<file path="config.mk">
export PLATFORM = sky130hd
export DESIGN_NAME = dl11_regs
export DESIGN_NICKNAME = d
export VERILOG_FILES = /design/src/rtl/dl11_regs.sv
export SDC_FILE = /design/constraint.sdc
export NUM_CORES = 1
export LEC_CHECK = 0
export ABC_AREA = 1
export CAP_MARGIN = 25
export CORE_MARGIN = 3
export CORE_UTILIZATION = 61
export CTS_CLUSTER_SIZE = 40
export DETAILED_ROUTE_END_ITERATION = 16
export DONT_BUFFER_PORTS = 1
export MAX_ROUTING_LAYER = met4
export PLACE_DENSITY_LB_ADDON = 0.08
export SYNTH_ARGS = -nofsm -noshare
export SYNTH_HDL_FRONTEND = slang
export SYNTH_SLANG_ARGS = --single-unit
</file>
<file path="constraint.sdc">
create_clock -name clk -period 1.7 [get_ports clk]
set_input_delay 0.255 -clock clk [delete_from_list [all_inputs] [get_ports clk]]
set_output_delay 0.255 -clock clk [all_outputs]
set_load 0.005 [all_outputs]
</file>
<file path="src/rtl/dl11_regs.sv">
`default_nettype none
// +--------------------------------------------------------------------------+
// | Module   : dl11_regs                                                     |
// | Purpose  : PDP-11 console serial-line register block (DL11 subset).      |
// |            Presents RCSR/RBUF/XCSR/XBUF to the CPU and runs four-phase   |
// |            load/unload handshakes with an asynchronous uart.             |
// |            Raises level interrupt requests for receiver done and         |
// |            transmitter ready.                                            |
// | Ports    : clk, reset (async, active-low)                                |
// |            addr/rd/wr/data_in/data_out   - CPU register access           |
// |            rx_irq/tx_irq                 - level interrupt requests      |
// |            ld_tx_req/ld_tx_ack/tx_data/tx_empty      - uart transmit side|
// |            uld_rx_req/uld_rx_ack/rx_data/rx_empty    - uart receive side |
// | Revision : 1.0 - initial release                                         |
// +--------------------------------------------------------------------------+
module dl11_regs #(
  parameter int SYNC_STAGES = 2
) (
  input  logic        clk,
  input  logic        reset,
  input  logic [1:0]  addr,
  input  logic        rd,
  input  logic        wr,
  input  logic [15:0] data_in,
  output logic [15:0] data_out,
  output logic        rx_irq,
  output logic        tx_irq,
  output logic        ld_tx_req,
  input  logic        ld_tx_ack,
  output logic [7:0]  tx_data,
  input  logic        tx_empty,
  output logic        uld_rx_req,
  input  logic        uld_rx_ack,
  input  logic [7:0]  rx_data,
  input  logic        rx_empty
);

  // A single flop is not a synchroniser; floor the depth at two.
  localparam int STAGES = (SYNC_STAGES < 2) ? 2 : SYNC_STAGES;

  localparam logic [1:0] ADDR_RCSR = 2'd0;
  localparam logic [1:0] ADDR_RBUF = 2'd1;
  localparam logic [1:0] ADDR_XCSR = 2'd2;
  localparam logic [1:0] ADDR_XBUF = 2'd3;

  // Synchroniser lanes: {tx_empty, rx_empty, uld_rx_ack, ld_tx_ack}.
  // The empties come out of reset as 1 so nothing is fetched or completed
  // before the uart has actually been sampled.
  localparam logic [3:0] SYNC_RESET = 4'b1100;

  typedef enum logic [1:0] {
    RX_IDLE = 2'd0,
    RX_REQ  = 2'd1,
    RX_DROP = 2'd2,
    RX_CAP  = 2'd3
  } rx_state_e;

  typedef enum logic [1:0] {
    TX_IDLE = 2'd0,
    TX_REQ  = 2'd1,
    TX_DROP = 2'd2,
    TX_WAIT = 2'd3
  } tx_state_e;

  logic [STAGES-1:0][3:0] sync_q, sync_d;
  logic [3:0]             sync_s;
  logic                   tx_ack_s, rx_ack_s, rx_empty_s, tx_empty_s;

  rx_state_e   rx_state_q, rx_state_d;
  tx_state_e   tx_state_q, tx_state_d;

  logic [15:0] data_out_q, data_out_d;
  logic        rx_irq_q, rx_irq_d;
  logic        tx_irq_q, tx_irq_d;
  logic        ld_tx_req_q, ld_tx_req_d;
  logic        uld_rx_req_q, uld_rx_req_d;
  logic [7:0]  tx_data_q, tx_data_d;
  logic [7:0]  rbuf_q, rbuf_d;
  logic        rdone_q, rdone_d;
  logic        rie_q, rie_d;
  logic        tready_q, tready_d;
  logic        tie_q, tie_d;

  logic        rd_en;
  logic        xbuf_accept;
  logic        unused_data_bits;

  assign sync_s     = sync_q[STAGES-1];
  assign tx_ack_s   = sync_s[0];
  assign rx_ack_s   = sync_s[1];
  assign rx_empty_s = sync_s[2];
  assign tx_empty_s = sync_s[3];

  // A simultaneous write suppresses the read entirely.
  assign rd_en       = rd & ~wr;
  assign xbuf_accept = wr & (addr == ADDR_XBUF) & tready_q;

  assign unused_data_bits = ^{data_in[15:8], data_in[5:0]};

  always_comb begin
    sync_d = {sync_q[STAGES-2:0], {tx_empty, rx_empty, uld_rx_ack, ld_tx_ack}};
  end

  always_comb begin
    data_out_d   = data_out_q;
    rx_state_d   = rx_state_q;
    tx_state_d   = tx_state_q;
    ld_tx_req_d  = ld_tx_req_q;
    uld_rx_req_d = uld_rx_req_q;
    tx_data_d    = tx_data_q;
    rbuf_d       = rbuf_q;
    rdone_d      = rdone_q;
    rie_d        = rie_q;
    tready_d     = tready_q;
    tie_d        = tie_q;

    // CPU writes
    if (wr) begin
      case (addr)
        ADDR_RCSR: rie_d = data_in[6];
        ADDR_XCSR: tie_d = data_in[6];
        ADDR_XBUF: begin
          if (tready_q) begin
            tx_data_d = data_in[7:0];
            tready_d  = 1'b0;
          end
        end
        default: ;
      endcase
    end

    // CPU reads
    if (rd_en) begin
      case (addr)
        ADDR_RCSR: data_out_d = {8'h00, rdone_q, rie_q, 6'h00};
        ADDR_RBUF: begin
          data_out_d = {8'h00, rbuf_q};
          rdone_d    = 1'b0;
        end
        ADDR_XCSR: data_out_d = {8'h00, tready_q, tie_q, 6'h00};
        default:   data_out_d = 16'h0000;
      endcase
    end

    // Receive unload handshake. Placed after the read decode so a capture
    // in the same cycle as an RBUF read leaves rdone set.
    case (rx_state_q)
      RX_IDLE: begin
        if (!rdone_q && !rx_empty_s) begin
          uld_rx_req_d = 1'b1;
          rx_state_d   = RX_REQ;
        end
      end
      RX_REQ: begin
        if (rx_ack_s) begin
          uld_rx_req_d = 1'b0;
          rx_state_d   = RX_DROP;
        end
      end
      RX_DROP: begin
        if (!rx_ack_s) rx_state_d = RX_CAP;
      end
      RX_CAP: begin
        // rx_data has been stable since the uart dropped its ack.
        rbuf_d     = rx_data;
        rdone_d    = 1'b1;
        rx_state_d = RX_IDLE;
      end
      default: rx_state_d = RX_IDLE;
    endcase

    // Transmit load handshake
    case (tx_state_q)
      TX_IDLE: begin
        if (xbuf_accept) begin
          ld_tx_req_d = 1'b1;
          tx_state_d  = TX_REQ;
        end
      end
      TX_REQ: begin
        if (tx_ack_s) begin
          ld_tx_req_d = 1'b0;
          tx_state_d  = TX_DROP;
        end
      end
      TX_DROP: begin
        if (!tx_ack_s) tx_state_d = TX_WAIT;
      end
      TX_WAIT: begin
        if (tx_empty_s) begin
          tready_d   = 1'b1;
          tx_state_d = TX_IDLE;
        end
      end
      default: tx_state_d = TX_IDLE;
    endcase

    // Interrupts follow their sources by one clock.
    rx_irq_d = rdone_q & rie_q;
    tx_irq_d = tready_q & tie_q;
  end

  always_ff @(posedge clk or negedge reset) begin
    if (!reset) begin
      sync_q       <= {STAGES{SYNC_RESET}};
      rx_state_q   <= RX_IDLE;
      tx_state_q   <= TX_IDLE;
      data_out_q   <= 16'h0000;
      rx_irq_q     <= 1'b0;
      tx_irq_q     <= 1'b0;
      ld_tx_req_q  <= 1'b0;
      uld_rx_req_q <= 1'b0;
      tx_data_q    <= 8'h00;
      rbuf_q       <= 8'h00;
      rdone_q      <= 1'b0;
      rie_q        <= 1'b0;
      tready_q     <= 1'b1;
      tie_q        <= 1'b0;
    end else begin
      sync_q       <= sync_d;
      rx_state_q   <= rx_state_d;
      tx_state_q   <= tx_state_d;
      data_out_q   <= data_out_d;
      rx_irq_q     <= rx_irq_d;
      tx_irq_q     <= tx_irq_d;
      ld_tx_req_q  <= ld_tx_req_d;
      uld_rx_req_q <= uld_rx_req_d;
      tx_data_q    <= tx_data_d;
      rbuf_q       <= rbuf_d;
      rdone_q      <= rdone_d;
      rie_q        <= rie_d;
      tready_q     <= tready_d;
      tie_q        <= tie_d;
    end
  end

  assign data_out   = data_out_q;
  assign rx_irq     = rx_irq_q;
  assign tx_irq     = tx_irq_q;
  assign ld_tx_req  = ld_tx_req_q;
  assign uld_rx_req = uld_rx_req_q;
  assign tx_data    = tx_data_q;

endmodule
`default_nettype wire

</file>
==> impl_metrics.py, run 1 <==
metrics = {
    "timing": {
        "fin_crit_sh_pct": 81.0,
        "hold_violations": 0,
        "fmax_mhz": 726,
        "rsz0062_at_grt": "false",
        "setup_slack_ns": 0.323,
        "setup_violations": 0,
        "finalCriticalPeriod_ns": 1.38,
        "tns_ns": 0,
        "report.final.slew_viol_count": 0,
        "skew_ns": 0.0144,
    },
    "die": {
        "ioPinCount": 62,
        "dieArea_um2": 3840,
        "fp.dieH_um": 62.0,
        "die_x_um": 62.0,
        "initial_core_util_pct": 66.5,
        "rows": 19,
        "core_um2": 2880,
    },
    "clocking": {
        "clkTransAtPathRegs_ns": 0.13,
        "clk_path_buf_depth": 2,
        "cts_buffers": 5,
        "cts_tree": "built",
        "post_cts.repair.setup_buffers": 0,
        "cts_root_buf": "clkbuf_4",
        "clock_sink_count": 44,
        "worstSkewPairLatency_ns": 0.35,
        "htree_levels": 2,
    },
    "global_route": {
        "grt_start_max_net_pins": 45,
        "grt_pass1_wl_mm": 5.53,
        "grt_overflow_total": 0,
        "antenna_found_initial": 0,
        "grt_usage_pct": 21.1,
        "grt_pass1_vias": 1209,
    },
    "worst_setup_path": {
        "start_kind": "flip-flop",
        "cp.arrival_ns": 1.64,
        "r2r_slack_ns": 0.32,
        "path_max_fanout": 9,
        "slowest_stage": "dfstp_2",
        "cpMostUsedCell": "nand2_1",
        "end_kind": "flip-flop",
        "critPathKind": "flip-flop to flip-flop",
        "path_cells": "nand2_1 -> o21ai_4 -> nand2_1 -> nand2_1 -> nand2_1",
        "cp_data_required_time_ns": 1.96,
        "cpPeakStageDelay_ns": 0.58,
    },
    "synthesis": {
        "ys_top_cells_by_area": "dfrtp_1 (51%), nand2_1 (14%), dfstp_2 (6.9%)",
        "syn_inst": 206,
        "yosysTopAreaCellShare_pct": 51.0,
        "synth_area_leader_cell": "dfrtp_1",
        "ys.flop_type": "dfrtp_1",
        "yosysMostFrequentCell": "nand2_1",
        "synth_area_um2": 1910,
        "ys_seq_elements": 44,
        "avgSynthCellArea_um2": 9.28,
        "ys_warn_count": 0,
        "async_reset_ff_share_pct": 100,
        "synth_edf_count": 0,
        "ys_types": 20,
        "ys_seq_area_share_pct": 57.9,
        "yosys-top-cells-count": "nand2_1 (70), dfrtp_1 (39), o21ai_0 (23)",
    },
    "detailed_routing": {
        "routed_via_density": 5.05,
        "drc_errors": 0,
        "drt_iter0_drc": 60,
        "drt_pass1_iterations": 4,
        "vias": 1327,
        "postRouteAntennaNets": 0,
        "wl_per_cell_um": 13.0,
        "wirelength_mm": 3.41,
    },
    "placed_design": {
        "gp_congestion": 0.765,
        "io_buffers": 0,
        "place_inst": 246,
        "post-place-ws_ns": 0.325,
        "hpwl_mm": 2.47,
        "postPlaceCellArea_um2": 1930,
    },
    "power": {
        "ir_drop_uv": 960,
        "p_leak_uw": 0.00109,
        "powerDensity_nw_per_um2": 1540,
        "p_total_uw": 3270,
    },
    "finish": {
        "nFillCells": 222,
        "drive_gt1_share_pct": 8.60,
        "area_growth_pct": 10.7,
        "n_antenna_cell": 0,
        "design_area_um2": 2120,
        "final_nets": 263,
        "final_cell_count_no_fill": 263,
    },
    "run": {
        "maxCapViolCount": 0,
    },
    "status": {
        "status": "finished clean",
    },
    "min_path": {
        "holdCritPathClass": "input port to flip-flop",
    },
}
[state kept, by name, summed over array words and instances (netlist names), 2 cells and up]
register	count
sync_d	4
rx_state_q	2
tx_state_q	2
data_out	8
tx_data	8
sync_s	4
rbuf_q	8
[cells in the final DEF, fill, tap and decap left out, types with 3 or more instances in the layout]
| cell | instances |
|---|---|
| dfrtp_1 | 39 |
| clkbuf_4 | 5 |
| inv_1 | 22 |
| a21oi_1 | 3 |
| nor2_1 | 7 |
| dlygate4sd3_1 | 8 |
| ha_1 | 9 |
| nand3_1 | 10 |
| nand2_1 | 70 |
| o21ai_0 | 23 |
| dfstp_2 | 5 |
| conb_1 | 8 |
[worst max-delay path: cells and delay by family, from the launching register on]
family           cells  cell delay, ns
flip-flops           1            0.58
AND/OR/NAND/NOR      4            0.46
AO/OA/AOI/OAI        1            0.26
[power by group]
part / switching (uW) / internal [uW]
clock: 332 / 352
combinational: 575 / 362
sequential: 242 / 1400
[through the flow]
step                hold WS [ns]  utilization, %
global placement         -0.0395            67.0
detailed placement       -0.0394            67.0
global route            0.000175            73.6
CTS                    0.0000312            72.6
finish                   0.00940            73.6
floorplan                -0.0406               -
[layout make-up]
type / instances / area (um^2) / area share (%)
multi-input combinational: 138 / 684 / 32.3
timing repair buffer: 9 / 100 / 4.73
clock buffer: 6 / 51.3 / 2.42
inverter: 22 / 82.6 / 3.90
sequential: 44 / 1110 / 52.3
tap: 42 / 52.6 / 2.48
clock inverter: 2 / 38.8 / 1.83
[kinds of logic after synthesis]
logic type,synth area share (%)
and+or+nand+nor,20.7
DFF,57.9
buffers and inverters,7.66
AOI/OAI and AO/OA,7.66
adders and majority gates,5.89
other,0.196
[metal layers]
metal  track usage (%)  wire length [um]  vias up
met4              7.58                34        0
met3              8.68               303        4
met2              31.7              1650       46
met1              25.6              1420      623
li1                  -                 -      654
met5                 -                 0        -
[what timing repair did]
item | 4_1_cts | 5_1_grt
hold endpoints to repair | 48 | 3
resized for setup | 0 | 0
hold buffers | 6 | 3
[worst paths after layout]
path                       cells after the start            end  startpoint
max                                            5  tx_state_q[1]    tready_q
min                                            2      rbuf_q[6]  rx_data[6]
max reg2reg                                    5  tx_state_q[1]    tready_q
min reg2reg                                    0      sync_s[0]   sync_d[4]
max in group asynchronous                      2      sync_d[7]       reset
min in group asynchronous                      2      sync_s[0]       reset
(Power assumes the default switching activity.)
==> run 2: changes to the inputs <==
Settings changed: ABC_AREA 1 to 0.
Clock period 1.7 ns to 1.3 ns, I/O delays scaled along.
==> run 2 against run 1 <==
Against the previous run:
- the run now ends with setup timing left
- global-route usage increased by 1.5 points
- cell count decreased by 9.9%
- combinational power increased by 130%
- critical path depth unchanged
- clock skew decreased by 0.0064 ns
- area after synthesis increased by 0.13%
- routed wire length increased by 22%
- power increased by 66%
- non-clock buffer count increased by 33
- synthesized cell count decreased by 26%
- critical endpoint unchanged
==> impl_metrics.py, run 2 <==
metrics = {
    "placed_design": {
        "gp_congestion": 0.739,
        "hpwl_mm": 2.43,
        "place_inst": 200,
        "io_buffers": 0,
    },
    "global_route": {
        "antenna_found_initial": 0,
        "grt_usage_pct": 22.6,
        "grt_start_max_net_pins": 45,
        "grt_overflow_total": 0,
        "grt_pass1_vias": 1317,
        "grt_pass1_wl_mm": 5.89,
    },
    "detailed_routing": {
        "vias": 1237,
        "drc_errors": 0,
        "routed_via_density": 5.22,
        "drt_iter0_drc": 74,
        "wirelength_mm": 4.16,
        "wl_per_cell_um": 17.6,
        "drt_pass1_iterations": 6,
        "postRouteAntennaNets": 0,
    },
    "synthesis": {
        "synth_area_leader_cell": "dfrtp_1",
        "avgSynthCellArea_um2": 12.5,
        "ys_types": 31,
        "syn_inst": 153,
        "ys_seq_area_share_pct": 57.8,
        "ys.flop_type": "dfrtp_1",
        "ys_top_cells_by_area": "dfrtp_1 (51%), mux2_2 (7.1%), dfstp_2 (6.9%)",
        "ys_seq_elements": 44,
        "synth_area_um2": 1910,
        "yosysMostFrequentCell": "dfrtp_1",
        "ys_warn_count": 0,
        "synth_edf_count": 0,
        "yosysTopAreaCellShare_pct": 51.0,
        "async_reset_ff_share_pct": 100,
        "yosys-top-cells-count": "dfrtp_1 (39), nand2_1 (28), mux2_2 (12)",
    },
    "timing": {
        "report.final.slew_viol_count": 0,
        "fin_crit_sh_pct": 123,
        "rsz0062_at_grt": "true",
        "finalCriticalPeriod_ns": 1.60,
        "hold_violations": 0,
        "skew_ns": 0.00793,
        "setup_violations": 5,
        "fmax_mhz": 625,
        "setup_slack_ns": -0.300,
    },
    "min_path": {
        "hold_path_depth": 2,
        "whs_endpoint": "data_out[6]",
        "holdCritPathClass": "input port to flip-flop",
        "hp-start": "addr[0]",
    },
    "run": {
        "maxCapViolCount": 0,
    },
    "power": {
        "powerDensity_nw_per_um2": 2170,
        "p_total_uw": 5420,
        "ir_drop_uv": 1770,
        "p_leak_uw": 0.00115,
    },
    "clocking": {
        "clock_sink_count": 44,
        "cts_root_buf": "clkbuf_4",
        "htree_levels": 2,
        "worstSkewPairLatency_ns": 0.35,
        "clkTransAtPathRegs_ns": 0.12,
        "clk_path_buf_depth": 2,
        "cts_tree": "built",
        "cts_buffers": 5,
    },
    "worst_setup_path": {
        "slowest_stage": "dfrtp_1",
        "rr_worst_depth": 5,
        "worstReg2RegStart": "tx_state_q[0]",
        "critPathKind": "flip-flop to flip-flop",
        "cp.arrival_ns": 1.85,
        "r2r_slack_ns": -0.30,
        "end_kind": "flip-flop",
        "cpMostUsedCell": "mux2_4",
        "cp_data_required_time_ns": 1.55,
        "start_kind": "flip-flop",
        "path_cells": "inv_2 -> ha_2 -> mux2_4 -> a221oi_4 -> mux2_4",
        "path_max_fanout": 3,
        "reg2reg_to": "tx_state_q[1]",
        "cpPeakStageDelay_ns": 0.44,
    },
    "die": {
        "dieArea_um2": 3850,
        "rows": 19,
        "core_um2": 2880,
        "ioPinCount": 62,
        "die_x_um": 62.0,
        "fp.dieH_um": 62.0,
        "initial_core_util_pct": 66.6,
    },
    "finish": {
        "n_antenna_cell": 0,
        "final_common_cell": "dfrtp_1",
        "final_cell_count_no_fill": 237,
        "area_growth_pct": 30.5,
        "nFillCells": 134,
        "drive_gt1_share_pct": 35.9,
        "final_nets": 238,
        "layout_common_cells": "dfrtp_1 (36), nand2_1 (28), dlygate4sd3_1 (21)",
    },
    "status": {
        "status": "complete, but fails checks",
        "violations": "setup timing",
    },
}
run 2: changes by cell type in the layout (fill, tap and decap cells not counted), sizes merged, moves of 3 or more:
cell / delta
nor2: -6
mux2: +13
buf: +20
a22o: +8
dlygate4sd3: +13
nand3: -9
inv: -15
mux2i: +3
nand2: -44
nor2b: +3
o21ai: -19
run 2: how the worst max path moves through the flow:
stage	start	to	slack, ns	depth (start not counted)
5_1_grt	tx_state_q[1]	tx_state_q[0]	-0.37	6
3_3_place_gp	tx_state_q[1]	tx_state_q[1]	-0.22	5
3_5_place_dp	tx_state_q[1]	tx_state_q[1]	-0.29	5
2_1_floorplan	tx_state_q[1]	tx_state_q[1]	-0.23	5
6_report	tx_state_q[0]	tx_state_q[1]	-0.30	5
4_1_cts	tx_state_q[1]	tx_state_q[1]	-0.31	5
run 2: critical path: cells and delay by family (launching register included):
family,cells,cell delay (ns)
compound gates,1,0.23
fa+ha+maj,1,0.19
mux,2,0.59
flops,1,0.44
buf+inv,1,0.06
run 2: cell type report:
| type | count | area (um^2) | area share (%) |
|---|---|---|---|
| clock buffers | 5 | 37.5 | 1.50 |
| multi-input cells | 95 | 820 | 32.8 |
| inverters | 7 | 26.3 | 1.05 |
| repair buffers | 42 | 392 | 15.7 |
| clock inverters | 2 | 60.1 | 2.40 |
| flip-flops and latches | 44 | 1110 | 44.5 |
| well taps | 42 | 52.6 | 2.10 |
run 2: cells by family after synthesis:
| logic type | Yosys count | synth area share [%] |
|---|---|---|
| fa+ha+maj | 9 | 5.88 |
| flops | 44 | 57.8 |
| other cells | 1 | 0.196 |
| mux | 16 | 9.41 |
| buf+inv | 21 | 6.41 |
| compound gates | 21 | 9.67 |
| simple gates | 41 | 10.6 |
run 2: metrics by stage:
step | cell area, um^2 | hold WS (ns) | utilization, % | worst slack (ns) | setup TNS, ns
detailed placement | 2010 | -0.0997 | 69.7 | -0.295 | -1.30
global route | 2500 | 0.0686 | 86.9 | -0.366 | -1.14
CTS | 2440 | 0.0221 | 84.8 | -0.309 | -0.851
finish | 2500 | 0.0681 | 86.9 | -0.300 | -0.851
floorplan | 1960 | -0.101 | - | -0.227 | -0.369
global placement | 2010 | -0.0994 | 69.7 | -0.222 | -0.688
run 2: timing repair:
item                                    CTS  global route
gates resized for setup                  11            15
endpoints found under the setup margin   13            13
setup buffers                             8             1
hold endpoints to repair                 66             0
pin swaps                                 3             5
hold buffers                             22             0
run 2: power by group:
| group | switching (uW) | internal, uW | total (uW) |
|---|---|---|---|
| clock network | 424 | 589 | 1010 |
| registers | 385 | 1870 | 2250 |
| logic | 890 | 1270 | 2160 |
run 2: routing by layer:
metal  track usage (%)  vias to the layer above  share of wire, %
li1                  -                      577                 -
met1              24.4                      608                39
met2              37.0                       43                53
met3              7.85                        9               5.7
met4              10.6                        0               2.2
met5                 -                        -                 0
